`src/rtl/photo_ctrl_pkg.sv`:
```
// Shared types for the photo capture controller: FSM encoding, index/count widths
// and slot-index wrap helpers.
package photo_ctrl_pkg;

  localparam int IDX_W = 4;
  localparam int CNT_W = 5;

  typedef enum logic [1:0] {
    ST_IDLE    = 2'd0,
    ST_ARM     = 2'd1,
    ST_RELEASE = 2'd2,
    ST_VIEW    = 2'd3
  } state_t;

  function automatic logic [IDX_W-1:0] idx_inc_wrap(input logic [IDX_W-1:0] idx,
                                                    input logic [IDX_W-1:0] last);
    return (idx == last) ? '0 : idx + 1'b1;
  endfunction

  function automatic logic [IDX_W-1:0] idx_dec_wrap(input logic [IDX_W-1:0] idx,
                                                    input logic [IDX_W-1:0] last);
    return (idx == '0) ? last : idx - 1'b1;
  endfunction

endpackage

```
`src/rtl/key_debounce.sv`:
```
// Raw active-low key -> 2-flop synchroniser -> stability counter -> one-cycle
// pulse on the accepted high-to-low transition.
module key_debounce #(
  parameter int DEBOUNCE_CYC = 250000
) (
  input  logic iCLK,
  input  logic iRST_N,
  input  logic key_n,
  output logic press
);

  localparam int CW = (DEBOUNCE_CYC > 1) ? $clog2(DEBOUNCE_CYC + 1) : 1;

  logic          sync1, sync2, stable;
  logic [CW-1:0] cnt;

  // Synchroniser and accepted level reset to the released (high) level so that
  // leaving reset never looks like a press.
  always_ff @(posedge iCLK or negedge iRST_N) begin
    if (!iRST_N) begin
      sync1  <= 1'b1;
      sync2  <= 1'b1;
      stable <= 1'b1;
      cnt    <= '0;
      press  <= 1'b0;
    end else begin
      // NOTE: non-blocking assignments so every flop samples pre-edge values,
      // which is what makes sync1 -> sync2 a real two-stage synchroniser.
      sync1 <= key_n;
      sync2 <= sync1;
      press <= 1'b0;
      if (sync2 == stable) begin
        cnt <= '0;
      end else if (cnt == CW'(DEBOUNCE_CYC - 1)) begin
        cnt    <= '0;
        stable <= sync2;
        press  <= ~sync2;
      end else begin
        cnt <= cnt + 1'b1;
      end
    end
  end

endmodule

```
`src/rtl/photo_capture_ctrl.sv`:
```
// Capture/view controller for the SRAM frame saver: debounced keys drive an
// IDLE/ARM/RELEASE/VIEW FSM. Define CAPTURE_AUTO_VIEW_EN to jump to VIEW after a capture.
module photo_capture_ctrl
  import photo_ctrl_pkg::*;
#(
  parameter int MAX_PHOTOS     = 8,
  parameter int DEBOUNCE_CYC   = 250000,
  parameter int TIMEOUT_FRAMES = 4
) (
  input  logic             iCLK,
  input  logic             iRST_N,
  input  logic             iKEY_CAP_N,
  input  logic             iKEY_VIEW_N,
  input  logic             iVGA_VSYNC_N,
  input  logic             iStore_finish,
  output logic             oTake_frame,
  output logic             oRead_Disp,
  output logic [IDX_W-1:0] oPhoto_Index,
  output logic [CNT_W-1:0] oPhoto_Count,
  output logic             oErr,
  output logic [1:0]       oState
);

  localparam int                VS_W      = (TIMEOUT_FRAMES > 1) ? $clog2(TIMEOUT_FRAMES + 1) : 1;
  localparam logic [IDX_W-1:0] LAST_SLOT = IDX_W'(MAX_PHOTOS - 1);
  localparam logic [CNT_W-1:0] FULL_CNT  = CNT_W'(MAX_PHOTOS);

  logic cap_press, view_press;

  key_debounce #(.DEBOUNCE_CYC(DEBOUNCE_CYC)) u_cap_db (
    .iCLK  (iCLK),
    .iRST_N(iRST_N),
    .key_n (iKEY_CAP_N),
    .press (cap_press)
  );

  key_debounce #(.DEBOUNCE_CYC(DEBOUNCE_CYC)) u_view_db (
    .iCLK  (iCLK),
    .iRST_N(iRST_N),
    .key_n (iKEY_VIEW_N),
    .press (view_press)
  );

  state_t           state, state_n;
  logic [IDX_W-1:0] wr_idx, wr_idx_n, view_idx, view_idx_n;
  logic [CNT_W-1:0] count, count_n;
  logic [VS_W-1:0]  vs_cnt, vs_cnt_n;
  logic             err, err_n, success, success_n, rel_cnt, rel_cnt_n;
  logic             vsync_q, vs_fall;

  assign vs_fall = vsync_q & ~iVGA_VSYNC_N;

  always_ff @(posedge iCLK or negedge iRST_N) begin
    if (!iRST_N) begin
      state    <= ST_IDLE;
      wr_idx   <= '0;
      view_idx <= '0;
      count    <= '0;
      vs_cnt   <= '0;
      err      <= 1'b0;
      success  <= 1'b0;
      rel_cnt  <= 1'b0;
      vsync_q  <= 1'b0;
    end else begin
      state    <= state_n;
      wr_idx   <= wr_idx_n;
      view_idx <= view_idx_n;
      count    <= count_n;
      vs_cnt   <= vs_cnt_n;
      err      <= err_n;
      success  <= success_n;
      rel_cnt  <= rel_cnt_n;
      vsync_q  <= iVGA_VSYNC_N;
    end
  end

  always_comb begin
    // NOTE: every variable gets a default before the case so no path leaves
    // one unassigned, which would otherwise infer a latch.
    state_n    = state;
    wr_idx_n   = wr_idx;
    view_idx_n = view_idx;
    count_n    = count;
    vs_cnt_n   = vs_cnt;
    err_n      = err;
    success_n  = success;
    rel_cnt_n  = rel_cnt;

    unique case (state)
      ST_IDLE: begin
        // Capture wins when both keys fire in the same cycle.
        if (cap_press) begin
          state_n  = ST_ARM;
          vs_cnt_n = '0;
        end else if (view_press && count != '0) begin
          state_n    = ST_VIEW;
          view_idx_n = idx_dec_wrap(wr_idx, LAST_SLOT);
        end
      end

      ST_ARM: begin
        if (iStore_finish) begin
          state_n   = ST_RELEASE;
          success_n = 1'b1;
          err_n     = 1'b0;
          rel_cnt_n = 1'b0;
        end else if (vs_fall) begin
          if (vs_cnt == VS_W'(TIMEOUT_FRAMES - 1)) begin
            state_n   = ST_RELEASE;
            success_n = 1'b0;
            err_n     = 1'b1;
            rel_cnt_n = 1'b0;
          end else begin
            vs_cnt_n = vs_cnt + 1'b1;
          end
        end
      end

      ST_RELEASE: begin
        // rel_cnt guarantees at least two cycles here even if the flag is already low.
        rel_cnt_n = 1'b1;
        if (!iStore_finish && rel_cnt) begin
          state_n = ST_IDLE;
          if (success) begin
            wr_idx_n = idx_inc_wrap(wr_idx, LAST_SLOT);
            count_n  = (count == FULL_CNT) ? count : count + 1'b1;
`ifdef CAPTURE_AUTO_VIEW_EN
            state_n    = ST_VIEW;
            view_idx_n = wr_idx;
`endif
          end
        end
      end

      ST_VIEW: begin
        if (cap_press) begin
          state_n = ST_IDLE;
        end else if (view_press) begin
          view_idx_n = idx_inc_wrap(view_idx, IDX_W'(count - 1'b1));
        end
      end

      default: state_n = ST_IDLE;
    endcase
  end

  assign oTake_frame  = (state == ST_ARM);
  assign oRead_Disp   = (state == ST_VIEW);
  assign oPhoto_Index = (state == ST_VIEW) ? view_idx : wr_idx;
  assign oPhoto_Count = count;
  assign oErr         = err;
  assign oState       = state;

endmodule

```
`config.mk`:
```
export PLATFORM = sky130hd
export DESIGN_NAME = photo_capture_ctrl
export DESIGN_NICKNAME = d
export VERILOG_FILES = /design/src/rtl/photo_ctrl_pkg.sv /design/src/rtl/key_debounce.sv /design/src/rtl/photo_capture_ctrl.sv
export SDC_FILE = /design/constraint.sdc
export NUM_CORES = 1
export LEC_CHECK = 0
export BUFFER_PORTS_ARGS = -buffer_cell sky130_fd_sc_hd__buf_2
export CAP_MARGIN = 20
export CORE_ASPECT_RATIO = 1.2
export CORE_MARGIN = 3
export CORE_UTILIZATION = 40
export CTS_BUF_LIST = sky130_fd_sc_hd__clkbuf_16
export DETAILED_ROUTE_END_ITERATION = 8
export GPL_TIMING_DRIVEN = 0
export SLEW_MARGIN = 20
export SYNTH_ARGS = -nofsm -noshare
export SYNTH_HDL_FRONTEND = slang
export SYNTH_SLANG_ARGS = --single-unit
```
`constraint.sdc`:
```
create_clock -name iCLK -period 2.7 [get_ports iCLK]
set_input_delay 0.405 -clock iCLK [delete_from_list [all_inputs] [get_ports iCLK]]
set_output_delay 0.405 -clock iCLK [all_outputs]
set_load 0.01 [all_outputs]
```
==> metrics.md, run 1 <==
| Metric | Value |
|---|---|
| Max stage delay on crit path | 0.41 ns |
| Largest net degree at the start of global routing | 58 |
| Post-route worst setup slack | 0.3505 ns |
| CTS tree | done |
| Final period utilization | 87.02% |
| R2r startpoint | oPhoto_Count[0]$_DFFE_PN0P_ |
| Final setup vio count | 0 |
| Net count after synthesis | 345 |
| Post-CTS Setup Inserts | 0 |
| Reg-to-Reg End | oState[0]$_DFFE_PN0P_ |
| Die Width | 89.44 um |
| TNS Setup | 0 ns |
| Status | finished clean |
| Critical Path Stages | 4 |
| Worst-path clk slew | 0.05 ns |
| Commonest cells in the netlist | dfrtp_1 (60), nor2_1 (43), xor2_1 (27) |
| Crit path launch type | flop |
| Clk_lat worst skew | 0.33 ns |
| Post-DP HPWL | 4029 um |
| Drt wl/cell | 13.03 um |
| Pwr Density | 871.9 nW/um^2 |
| Fin util | 48.90% |
| CTS resizes | 0 |
| NetSw | 1.124 mW |
| Via count | 2,348 |
| CP Capture Type | output port |
| Register area share after synthesis | 49.64% |
| Cells on worst reg2reg path | 7 |
| Total CTS buffers | 9 |
| Reg2reg setup slack | 0.59 ns |
| Placed Instances | 436 |
| Slew headroom | 71.42% |
| Port Buffers | 19 |
| CP top delay family | buffers and inverters |
| Max frequency | 0.4256 GHz |
| Fraction of layout cells with a size suffix above 1 | 14.96% |
| Worst VDD drop | 0.3580 mV |
| Mapped Cells | 324 |
| Post-synth top area cell | dfrtp_1 |
| RSZ-0062 raised after global routing | false |
| First-pass GRT wire length | 10,290 um |
| Initial antenna violation count | 0 |
| DIE AREA | 9492 um^2 |
| Min Hold Slack | 0.1740 ns |
| EDFF count, synth | 0 |
| DR iter-0 viols | 105 |
| Syn_area_per_cell | 10.31 um^2 |
| Post-place setup slack | 0.5803 ns |
| Diode count | 0 |
| Num Clock Sinks | 66 |
| Max cap viols | 0 |
| H-tree Lvls | 3 |
| DRT antenna net count | 0 |
| CP required | 2.30 ns |
| Yosys reg bits | 66 |
| Top-count cell post-synth | dfrtp_1 |
| Drt pass-1 iters | 4 |
| Worst Path Max Fanout | 10 |
| Nets@finish | 377 |
| Vias per inst | 5.183 |
| DRC errors left | 0 |
| I/O pin cnt | 20 |
| Final hold violations | 0 |
| CTS Buffer Depth | 2 |
| Setup crit end | oPhoto_Index[2] |
| Synth warn | 0 |
| Hold Crit Class | input pin to flop |
| Clk root buf | clkbuf_16 |
| Post-route cell area | 3855 um^2 |
| Tot Pwr | 3.361 mW |
| Detailed Route WL | 5902 um |
| Mapped Area | 3342 um^2 |
| Post-Layout Cell Count | 453 |
| Leakage power | 1.737 nW |
| Number of global-route vias before repair | 2,264 |
| Share of the synthesized area in the top cell type | 44.93% |
| CP max-delay cell | dfrtp_1 |
| Synth area leaders | dfrtp_1 (45%), xor2_1 (7.1%), ha_1 (5.6%), nor2_1 (4.8%), dfstp_2 (4.7%) |
| Synth async-reset ratio | 100.0% |
| Synth cell types | 43 |
| Die Ht | 106.1 um |
| Worst Max-Slew Pin Slew | 0.4272 ns |
| Gr usage total | 13.93% |
| Reg power frac | 37.7% |
| Worst setup path category | flop to output port |
| Comb pwr share | 32.0% |
| Clock Skews | 0.007152 ns |
| Placed Area | 3582 um^2 |
| Arr. time, crit path | 1.94 ns |
| Total gr overflow | 0 |
| Int Pwr | 2.237 mW |
| Num rows | 35 |
| Clock power frac | 30.3% |
| WP buf/inv | 2 |
| Worst Setup SP | oState[1]$_DFFE_PN0P_ |
| Layout area overhead | 15.35% |
| Fin crit period | 2.350 ns |
| Starting Density | 42.40% |
| # hold bufs at CTS | 1 |
| GPL Wtd Cong | 0.7872 |
| Crit path cell chain | ha_1 > clkbuf_1 > mux2_2 > buf_2 |
| Synth Flop Type | dfrtp_1 |
| Core area | 7883 um^2 |
| Max Slew Vio Count | 0 |
| Sw frac | 33.45% |
[power by group through the flow]
stage	Combinational, mW	Sequential [mW]	Clock (mW)
3_5_place_dp	1.08	1.28	0
6_report	1.08	1.27	1.02
5_1_grt	1.22	1.29	1.09
2_1_floorplan	0.806	1.27	0
4_1_cts	1.09	1.27	1.05
3_3_place_gp	1.07	1.28	0
[worst min-delay path by stage]
stage	from	end	slack (ns)	cells after the start
after CTS	iKEY_CAP_N	u_cap_db.sync1$_DFF_PN1_	0.16	1
final	iKEY_CAP_N	u_cap_db.sync1$_DFF_PN1_	0.17	1
after detailed placement	iRST_N	u_view_db.cnt[16]$_DFF_PN0_	0.26	1
after global placement	u_cap_db.sync1$_DFF_PN1_	u_cap_db.sync2$_DFF_PN1_	0.35	0
after global routing	iKEY_CAP_N	u_cap_db.sync1$_DFF_PN1_	0.17	1
after floorplan	iRST_N	oErr$_DFFE_PN0P_	0.11	0
[state kept, by name, indices dropped and copies added (netlist names)]
register	cells
vsync_q	1
u_cap_db.stable	1
u_cap_db.sync1	1
oErr	1
u_view_db.sync1	1
vs_cnt	3
u_cap_db.press	1
u_view_db.stable	1
view_idx	4
wr_idx	4
u_cap_db.sync2	1
oState	2
success	1
u_view_db.cnt	18
oPhoto_Count	5
u_view_db.sync2	1
rel_cnt	1
u_view_db.press	1
u_cap_db.cnt	18
[cell type report]
type | instances | area (um^2)
flip-flops and latches | 66 | 1659
repair buffers | 21 | 135.1
multi-input cells | 236 | 1589
inverters | 14 | 52.55
fillers | 746 | 4028
clock inverters | 7 | 37.54
plain buffers | 8 | 41.29
clock buffers | 9 | 225.2
well taps | 92 | 115.1
[kinds of logic after synthesis]
family                   share of synthesized area (%)
buffers and inverters                            2.808
AO/OA/AOI/OAI                                    6.290
XOR/XNOR                                         12.21
flip-flops                                       49.64
AND/OR/NAND/NOR                                  20.82
multiplexers                                     2.621
adder cells (fa/ha/maj)                          5.616
[cells in the final DEF, fill, tap and decap left out, types with 6 or more instances in the layout]
cell type and count:
o21ai_0 12, dfrtp_1 60, clkbuf_16 9, ha_1 15, nor2_1 43, xnor2_1 17, dfstp_2 6, and3_1 7
nand4_1 12, nand3_1 18, nand2_1 25, inv_1 15, buf_2 21, xor2_1 27
[worst register-to-register path, stage by stage, from the launching register on]
cell and delay (ns):
dfrtp_1 0.45, inv_1 0.14, ha_1 0.17, or4b_4 0.49, nand2_1 0.09, a21oi_1 0.09
o221ai_2 0.22, mux2_1 0.34
[routing by layer]
layer	track usage [%]	routed length (um)	share of wire, %	up-vias
met4	6.064	116	2.0	0
met1	17.88	2756	47	1124
met3	3.488	174	2.9	12
met2	21.92	2854	48	24
li1	-	-	-	1188
met5	0	0	0	-
Power figures use the tool's default switching activity.
==> run 2, diff against run 1 <==
--- a/config.mk
+++ b/config.mk
@@ -5,6 +5,7 @@
 export SDC_FILE = /design/constraint.sdc
 export NUM_CORES = 1
 export LEC_CHECK = 0
+export ABC_AREA = 1
 export BUFFER_PORTS_ARGS = -buffer_cell sky130_fd_sc_hd__buf_2
 export CAP_MARGIN = 20
 export CORE_ASPECT_RATIO = 1.2
==> run 2 against run 1 <==
Effect of this change: sequential power fell by 20%; worst setup slack improved by 0.30 ns; total power fell by 38%; clock-buffer cell count did not move; register-to-register slack improved by 0.32 ns; global-route usage rose by 1.3 points; area after synthesis rose by 13%; clock skew rose by 0.0019 ns; combinational power fell by 95%; clock power barely moved; critical path depth rose by 1; critical path type unchanged.
==> metrics.md, run 2 <==
| Metric | Value |
|---|---|
| Status | finished clean |
| Die Width | 94.51 um |
| Fin crit period | 2.053 ns |
| Number of global-route vias before repair | 2,976 |
| Drt pass-1 iters | 4 |
| Gr usage total | 15.20% |
| CP required | 2.30 ns |
| Initial antenna violation count | 0 |
| Num Clock Sinks | 66 |
| Max stage delay on crit path | 0.42 ns |
| Commonest cells after routing, fill and taps aside | nand2_1 (102), inv_1 (79), nor2_1 (65), dfrtp_1 (60), nand3_1 (31) |
| Syn_area_per_cell | 7.642 um^2 |
| GPL Wtd Cong | 0.8160 |
| Port Buffers | 19 |
| Worst-path clk slew | 0.06 ns |
| I/O pin cnt | 20 |
| DRT antenna net count | 0 |
| Via count | 3,136 |
| Num rows | 38 |
| Layout area overhead | 14.58% |
| DRC errors left | 0 |
| Synth Flop Type | dfrtp_1 |
| Worst Max-Slew Pin Slew | 0.5726 ns |
| TNS Setup | 0 ns |
| Commonest cells in the netlist | nand2_1 (102), inv_1 (78), nor2_1 (65) |
| Post-synth top area cell | dfrtp_1 |
| Arr. time, crit path | 1.65 ns |
| Detailed Route WL | 7548 um |
| Placed Instances | 632 |
| Hold Crit Class | input pin to flop |
| Crit path launch type | flop |
| Final setup vio count | 0 |
| Commonest non-fill, non-tap cell in the layout | nand2_1 |
| Synth async-reset ratio | 100.0% |
| Vias per inst | 4.832 |
| Mapped Cells | 492 |
| Max cap viols | 0 |
| H-tree Lvls | 3 |
| Largest net degree at the start of global routing | 48 |
| Worst VDD drop | 0.3218 mV |
| Post-CTS Setup Inserts | 0 |
| Fill cells | 895 |
| Synth cell types | 32 |
| Clock power frac | 48.8% |
| Yosys reg bits | 66 |
| Final period utilization | 76.04% |
| Total gr overflow | 0 |
| Crit path cell chain | ha_1 > clkbuf_1 > nand2_1 > o21ai_0 > buf_2 |
| Mapped Area | 3760 um^2 |
| CTS tree | done |
| Placed Area | 4035 um^2 |
| Int Pwr | 1.629 mW |
| WP buf/inv | 2 |
| Post-DP HPWL | 5660 um |
| CP Capture Type | output port |
| Pwr Density | 484.7 nW/um^2 |
| Synth area leaders | dfrtp_1 (40%), nand2_1 (10%), inv_1 (7.8%), nor2_1 (6.5%), ha_1 (5.0%) |
| Post-route cell area | 4308 um^2 |
| Drt wl/cell | 11.63 um |
| DIE AREA | 10,600 um^2 |
| Total CTS buffers | 9 |
| Nets@finish | 545 |
| Clk_lat worst skew | 0.33 ns |
| Comb pwr share | 2.7% |
| CP top delay family | buffers and inverters |
| Starting Density | 41.40% |
| NetSw | 0.4591 mW |
| Worst Path Max Fanout | 10 |
| Tot Pwr | 2.088 mW |
| First-pass GRT wire length | 13,100 um |
| Die Ht | 112.2 um |
| Max Slew Vio Count | 0 |
| Max frequency | 0.4870 GHz |
| Worst setup path category | flop to output port |
| Post-Layout Cell Count | 649 |
| Synth warn | 0 |
| Core area | 9081 um^2 |
| CTS resizes | 0 |
| CP max-delay cell | dfrtp_1 |
| Reg power frac | 48.4% |
| DR iter-0 viols | 186 |
| Fraction of layout cells with a size suffix above 1 | 10.02% |
| Clk root buf | clkbuf_16 |
| Net count after synthesis | 513 |
| Top-count cell post-synth | nand2_1 |
| Diode count | 0 |
| Leakage power | 2.009 nW |
| RSZ-0062 raised after global routing | false |
| Register area share after synthesis | 44.13% |
| EDFF count, synth | 0 |
| Sw frac | 21.99% |
| CTS Buffer Depth | 2 |
| Final hold violations | 0 |
| Share of the synthesized area in the top cell type | 39.93% |
| Slew headroom | 61.57% |
| Clock Skews | 0.009074 ns |
-- run 2: layout make-up --
| class | count | area, um^2 | share of cell area, % |
|---|---|---|---|
| buffer | 2 | 8.758 | 0.2033 |
| timing repair buffer | 21 | 135.1 | 3.137 |
| multi-input combinational | 345 | 1795 | 41.68 |
| inverter | 79 | 296.5 | 6.884 |
| sequential | 66 | 1659 | 38.51 |
| tap | 120 | 150.1 | 3.485 |
| clock buffer | 9 | 225.2 | 5.228 |
| clock inverter | 7 | 37.54 | 0.8713 |
-- run 2: cells by family (layout without fill, tap and decap cells) --
kind of cell    count (synthesis)  after routing  synth area share, %
flops                          66             66                44.13
buf+inv                        81            118                8.119
compound gates                 51             51                7.188
simple gates                  259            259                30.92
xor+xnor                       20             20                4.659
fa+ha+maj                      15             15                4.992
-- run 2: worst reg2reg max path: cells and delay by family (launching register included) --
family / cells / cell delay (ns)
buf+inv: 2 / 0.28
fa+ha+maj: 1 / 0.28
compound gates: 3 / 0.68
flops: 1 / 0.42
-- run 2: final timing paths --
check / from / to / slack [ns] / depth (start not counted)
worst max-delay path: oState[1]$_DFFE_PN0P_ / oPhoto_Index[1] / 0.65 / 5
worst min-delay path: iKEY_CAP_N / u_cap_db.sync1$_DFF_PN1_ / 0.18 / 1
worst max register to register: oState[1]$_DFFE_PN0P_ / vs_cnt[1]$_DFFE_PN0P_ / 0.91 / 6
worst min register to register: u_cap_db.sync1$_DFF_PN1_ / u_cap_db.sync2$_DFF_PN1_ / 0.36 / 0
max in group asynchronous: iRST_N / u_cap_db.stable$_DFFE_PN1P_ / 1.59 / 3
min in group asynchronous: iRST_N / u_view_db.cnt[13]$_DFF_PN0_ / 0.51 / 2
-- run 2: power groups by stage --
stage               Combinational (mW)  Clock [mW]  Sequential [mW]
floorplan                       0.0218           0             1.03
global placement                0.0529           0             1.03
detailed placement              0.0594           0             1.03
CTS                             0.0603        1.06             1.01
global route                    0.0668        1.10             1.01
finish                          0.0573        1.02             1.01
-- run 2: metal layers --
layer	vias up	track usage, %	share of wire, %
met5	-	0	0
met2	43	25.38	49
li1	1646	-	-
met1	1437	19.67	46
met4	0	5.871	1.4
met3	10	2.413	3.2
-- run 2: per-stage QoR --
stage	setup WS (ns)	hold WS (ns)	util [%]
floorplan	1.063	0.1094	-
global placement	0.9002	0.3538	44.10
detailed placement	0.9416	0.3236	44.43
CTS	0.6314	0.1684	47.44
global route	0.5051	0.1823	47.44
finish	0.6468	0.1799	47.44
-- run 2: what timing repair did --
| item | CTS | global route |
|---|---|---|
| hold endpoints to repair | 19 | 0 |
| hold buffers | 1 | 0 |
| endpoints found under the setup margin | 0 | 0 |
